===== src/rtl/accel_fifo.sv =====
// accel_fifo: register-array FIFO between the router and one accelerator.
// Provides registered occupancy/status flags, a registered read port with a
// one-cycle valid pulse, and sticky overflow/underflow error flags.
module accel_fifo #(
    parameter int DATA_WIDTH = 128,
    parameter int DEPTH      = 16,
    parameter int ADDR_WIDTH = 4,
    parameter int AF_LEVEL   = 12
) (
    input  logic                  clk,
    input  logic                  reset,
    input  logic                  flush,
    input  logic                  put_req,
    input  logic [DATA_WIDTH-1:0] put_data,
    input  logic                  get_req,
    output logic [DATA_WIDTH-1:0] get_data,
    output logic                  get_valid,
    output logic                  full,
    output logic                  empty,
    output logic                  almost_full,
    output logic [ADDR_WIDTH:0]   count,
    output logic                  overflow,
    output logic                  underflow
);

    localparam logic [ADDR_WIDTH:0]   DEPTH_C = (ADDR_WIDTH+1)'(DEPTH);
    localparam logic [ADDR_WIDTH:0]   AF_C    = (ADDR_WIDTH+1)'(AF_LEVEL);
    localparam logic [ADDR_WIDTH:0]   CNT_ONE = (ADDR_WIDTH+1)'(1);
    localparam logic [ADDR_WIDTH-1:0] PTR_ONE = ADDR_WIDTH'(1);

    logic [DATA_WIDTH-1:0] mem_q [DEPTH];

    logic [ADDR_WIDTH-1:0] wp_q, wp_d;
    logic [ADDR_WIDTH-1:0] rp_q, rp_d;
    logic [ADDR_WIDTH:0]   count_q, count_d;
    logic                  full_q, full_d;
    logic                  empty_q, empty_d;
    logic                  af_q, af_d;
    logic [DATA_WIDTH-1:0] get_data_q, get_data_d;
    logic                  get_valid_q, get_valid_d;
    logic                  ovf_q, ovf_d;
    logic                  unf_q, unf_d;

    logic                  put_acc;
    logic                  get_acc;
    logic                  wr_en;

    // Acceptance is judged against the registered (pre-edge) full/empty flags.
    always_comb begin
        put_acc = put_req && !full_q;
        get_acc = get_req && !empty_q;
        wr_en   = put_acc && !flush;
    end

    // Next-state for pointers, occupancy, flags and the read port; flush wins.
    always_comb begin
        wp_d        = wp_q;
        rp_d        = rp_q;
        count_d     = count_q;
        get_data_d  = get_data_q;
        get_valid_d = 1'b0;
        ovf_d       = ovf_q;
        unf_d       = unf_q;
        if (flush) begin
            wp_d    = '0;
            rp_d    = '0;
            count_d = '0;
            ovf_d   = 1'b0;
            unf_d   = 1'b0;
        end else begin
            if (put_acc) begin
                wp_d = wp_q + PTR_ONE;
            end
            if (get_acc) begin
                rp_d        = rp_q + PTR_ONE;
                get_data_d  = mem_q[rp_q];
                get_valid_d = 1'b1;
            end
            case ({put_acc, get_acc})
                2'b10:   count_d = count_q + CNT_ONE;
                2'b01:   count_d = count_q - CNT_ONE;
                default: count_d = count_q;
            endcase
            if (put_req && full_q) begin
                ovf_d = 1'b1;
            end
            if (get_req && empty_q) begin
                unf_d = 1'b1;
            end
        end
        full_d  = (count_d == DEPTH_C);
        empty_d = (count_d == '0);
        af_d    = (count_d >= AF_C);
    end

    // Control/status state register with asynchronous reset.
    always_ff @(posedge clk or posedge reset) begin
        if (reset) begin
            wp_q        <= '0;
            rp_q        <= '0;
            count_q     <= '0;
            full_q      <= 1'b0;
            empty_q     <= 1'b1;
            af_q        <= 1'b0;
            get_data_q  <= '0;
            get_valid_q <= 1'b0;
            ovf_q       <= 1'b0;
            unf_q       <= 1'b0;
        end else begin
            wp_q        <= wp_d;
            rp_q        <= rp_d;
            count_q     <= count_d;
            full_q      <= full_d;
            empty_q     <= empty_d;
            af_q        <= af_d;
            get_data_q  <= get_data_d;
            get_valid_q <= get_valid_d;
            ovf_q       <= ovf_d;
            unf_q       <= unf_d;
        end
    end

    // Storage array; contents survive reset and flush, only pointers move.
    always_ff @(posedge clk) begin
        if (wr_en) begin
            mem_q[wp_q] <= put_data;
        end
    end

    assign get_data    = get_data_q;
    assign get_valid   = get_valid_q;
    assign full        = full_q;
    assign empty       = empty_q;
    assign almost_full = af_q;
    assign count       = count_q;
    assign overflow    = ovf_q;
    assign underflow   = unf_q;

endmodule


===== config.mk =====
export PLATFORM = sky130hd
export DESIGN_NAME = accel_fifo
export DESIGN_NICKNAME = d
export VERILOG_FILES = /design/src/rtl/accel_fifo.sv
export SDC_FILE = /design/constraint.sdc
export NUM_CORES = 2
export LEC_CHECK = 0
export ABC_AREA = 0
export CORE_MARGIN = 5
export CORE_UTILIZATION = 45
export DETAILED_ROUTE_END_ITERATION = 8
export GPL_TIMING_DRIVEN = 1
export PLACE_DENSITY = 0.61
export SLEW_MARGIN = 10
export SYNTH_ARGS = -nofsm -noshare
export SYNTH_HDL_FRONTEND = slang
export SYNTH_SLANG_ARGS = --single-unit

===== constraint.sdc =====
create_clock -name clk -period 14.69 [get_ports clk]
set_clock_uncertainty 0.15 [all_clocks]
set_input_delay 2.938 -clock clk [delete_from_list [all_inputs] [get_ports clk]]
set_output_delay 2.938 -clock clk [all_outputs]
set_load 0.1 [all_outputs]

==> results.md <==
- Combinational power share: 0.198
- Highest-count cells in the layout ignoring fill and taps: edfxtp_1, mux4_2, nand2_1, clkdlybuf4s50_1, clkbuf_16
- Run status: finished clean
- Root Driver: clkbuf_16
- Asr flop ratio synth: 0.0670
- Largest net degree at the start of global routing: between 100 and 150
- Syn Area/Cell: between 20 and 25 um^2
- Setup violators final: 0
- Biggest area consumer among synthesized cells: edfxtp_1
- Final RePlAce weighted congestion: 0.711
- Die height: between 400 and 500 um
- Synth Warn #: 0
- Worst setup SP type: primary input
- Max-slew violations: 0
- Num CTS Buffers: about 220
- Critical Setup Path Class: primary input to register
- Hold Slack: approximately 0.32 ns
- Layout overhead on the synthesized area: 15.1%
- Worst r2r path cells: 7
- Final period utilization: 0.469
- Peak supply drop: between 0.1 and 0.15 mV
- Hold Buf Count CTS: 0
- First drt pass iteration count: 7
- Seq pwr share: 0.465
- Row Count: between 150 and 200
- NetSw: around 0.0046 W
- CP Capture Type: register
- First-pass GRT wire length: ~270 mm
- Worst Setup SP: put_req
- Synth Flop Type: edfxtp_1
- Vias per cell: 5.62
- Seq/Total Area, Yosys: 0.789
- Reg2Reg Setup Slack: slightly below 10 ns
- Met1 usage: 0.269
- Number of fill cells: 14,100
- Grt total ovfl: 0
- Data arrival, critical path: ~7.2 ns
- Critical path endpoint: mem_q[7][125]$_DFFE_PP_
- Clock share of power: 0.337
- Syn Std Cell Area: approximately 83,000 um^2
- Most Frequent Cell on Critical Path: buf_4
- CTS tree: yes
- Initial Util: 0.452
- Reg clk slew, reported paths: around 0.060 ns
- Placed Instance Area: between 80,000 and 90,000 um^2
- Clock Tree Buf Depth: 3
- Total track usage: 0.194
- Crit Path Max Fanout: 44
- Critical path depth in cells: 6
- Post-CTS setup buffer count: 0
- Synth top area share: 0.744
- Synth Net Count: about 3,700
- DR vias: about 37,000
- Worst-path cell with the longest stage delay: nor2_4
- Pre-CTS WS: just under 7 ns
- Grt peak-use layer: met2
- Sequential Area: 65,200 um^2
- Achievable frequency: around 0.15 GHz
- Worst path bufs/invs: 3
- Post-synth EDFFs: 2,048
- Hold depth: 2
- WP data required: approximately 15 ns
- Actual slew at the worst max-slew pin: between 1 and 1.5 ns
- Met2 Use GR: 0.326
- Final WS setup: 7.81 ns
- Largest cells by area after synthesis: edfxtp_1, mux4_2, dfrtp_1, nand2_1, clkbuf_1
- Critical path's largest stage delay: 0.97 ns
- Share of layout cells above drive strength 1: 0.250
- Worst hold-check path type: register to register
- Initial antenna violation count: 29
- Detail Route Antenna Nets: 0
- FF+latch count, synth: 2,195
- Area of the die: roughly 190,000 um^2
- Yosys cell types: 37
- Sw Share: 0.295
- Slew Limit Headroom: 0.217
- Ports: 272
- CTS H-tree lvls: 4
- Minimum clock period: ~6.9 ns
- Worst path top cell family by delay: simple AND/OR/NAND/NOR gates
- DRT Wirelength: approximately 180 mm
- Total core area: ~180,000 um^2
- Clock Sinks: 2,195
- Post-Synthesis Cells: approximately 3,500
- Fin area: approximately 95,000 um^2
- Fin. Hold Viols: 0
- Setup TNS: 0 ns
- Multi-input gate area: between 15,000 and 20,000 um^2
- Commonest non-fill, non-tap cell in the layout: edfxtp_1
- Post-cts resize count: 0
- Unrepaired setup endpoints after global routing: false
- Final #Nets: 4,050
- Starting DRT DRC Count: 3,203
- LEAKAGE: slightly below 30 nW
- Number of global-route vias before repair: just under 40,000
- Internal: roughly 0.011 W
- Reg2reg end: get_data[121]$_DFFE_PP0P_
- Power density cells: about 160 nW/um^2
- Met3 Resource Use GR: 0.0310
- Hpwl dp: about 100 mm
- Routed len/inst: about 28 um
- Number of port buffers: 271
- DRC viols: 0
- Max Cap Viol: 0
- Die X: about 440 um
- Cell Chain, Critical Path: clkdlybuf4s50_1, nor2b_1, nand2b_1, nor2_4, buf_4, buf_4
- Reg-to-Reg Start: rp_q[0]$_DFFE_PP0P_
- Worst skew pair latency: 0.84 ns
worst min-delay path by stage:
stage                              startpoint  slack, ns                         to
floorplan                 wp_q[1]$_DFFE_PP0P_       0.41        wp_q[1]$_DFFE_PP0P_
global placement    get_data[104]$_DFFE_PP0P_       0.31  get_data[104]$_DFFE_PP0P_
detailed placement    get_data[2]$_DFFE_PP0P_       0.31    get_data[2]$_DFFE_PP0P_
CTS                   get_data[0]$_DFFE_PP0P_       0.33    get_data[0]$_DFFE_PP0P_
global route         get_data[77]$_DFFE_PP0P_       0.34   get_data[77]$_DFFE_PP0P_
finish              get_data[100]$_DFFE_PP0P_       0.32  get_data[100]$_DFFE_PP0P_
state kept, by name, indices dropped and copies added (netlist names):
signal / cells
wp_q: 4
mem_q: 2048
overflow: 1
get_data: 128
almost_full: 1
count: 5
rp_q: 4
full: 1
get_valid: 1
underflow: 1
empty: 1
stage by stage:
stage | std cells | utilization | power, W
floorplan | 3535 | - | 0.00968
global placement | 6157 | 0.483 | 0.0105
detailed placement | 6157 | 0.483 | 0.0105
CTS | 6556 | 0.520 | 0.0158
global route | 6561 | 0.520 | 0.0162
finish | 6563 | 0.520 | 0.0156
area by class of cell:
cell class	instances	share of cell area
Sequential cell	2195	0.685
Multi-Input combinational cell	1150	0.175
Clock buffer	296	0.0611
Timing Repair Buffer	339	0.0353
Tap cell	2464	0.0324
Clock inverter	103	0.0101
Inverter	9	0.000487
Antenna cell	7	0.000184
power by group through the flow:
stage / Clock, W / Combinational (W) / Sequential (W)
after global placement: 0 / 0.00313 / 0.00737
after detailed placement: 0 / 0.00314 / 0.00737
after floorplan: 0 / 0.00111 / 0.00856
final: 0.00525 / 0.00308 / 0.00724
after global routing: 0.00564 / 0.00325 / 0.00727
after CTS: 0.00537 / 0.00314 / 0.00725
synth_stat cells (6+ instances only):
| cell | instances |
|---|---|
| mux2i_1 | 12 |
| o21ai_1 | 11 |
| xnor2_1 | 6 |
| buf_1 | 29 |
| mux2_2 | 11 |
| clkbuf_1 | 75 |
| nor2_1 | 39 |
| xor2_1 | 6 |
| inv_1 | 7 |
| a21oi_1 | 18 |
| buf_2 | 37 |
| nand2_1 | 380 |
| dfrtp_1 | 146 |
| ha_1 | 7 |
| buf_4 | 34 |
| mux4_2 | 629 |
| edfxtp_1 | 2048 |
| buf_6 | 6 |
worst min-delay path, cell delays in order, from the launching register on:
cell and delay [ns]:
dfrtp_1 0.34, nand2_1 0.05, nand2_1 0.05
layer usage:
metal  share of wire  vias to the layer above  wire length [um]
met5         0.00015                        -                28
met4           0.021                        6              3870
met3           0.046                      264              8580
met2            0.51                      986             94200
met1            0.42                    20100             78300
li1                -                    15500                 -
cell families after synthesis:
logic type | after synthesis | synth area share
buffers and inverters | 190 | 0.0113
multiplexers | 652 | 0.174
adder cells (fa/ha/maj) | 7 | 0.00106
XOR/XNOR | 12 | 0.00127
AO/OA/AOI/OAI | 40 | 0.00279
flip-flops | 2195 | 0.789
AND/OR/NAND/NOR | 439 | 0.0205
Power figures use the tool's default switching activity.
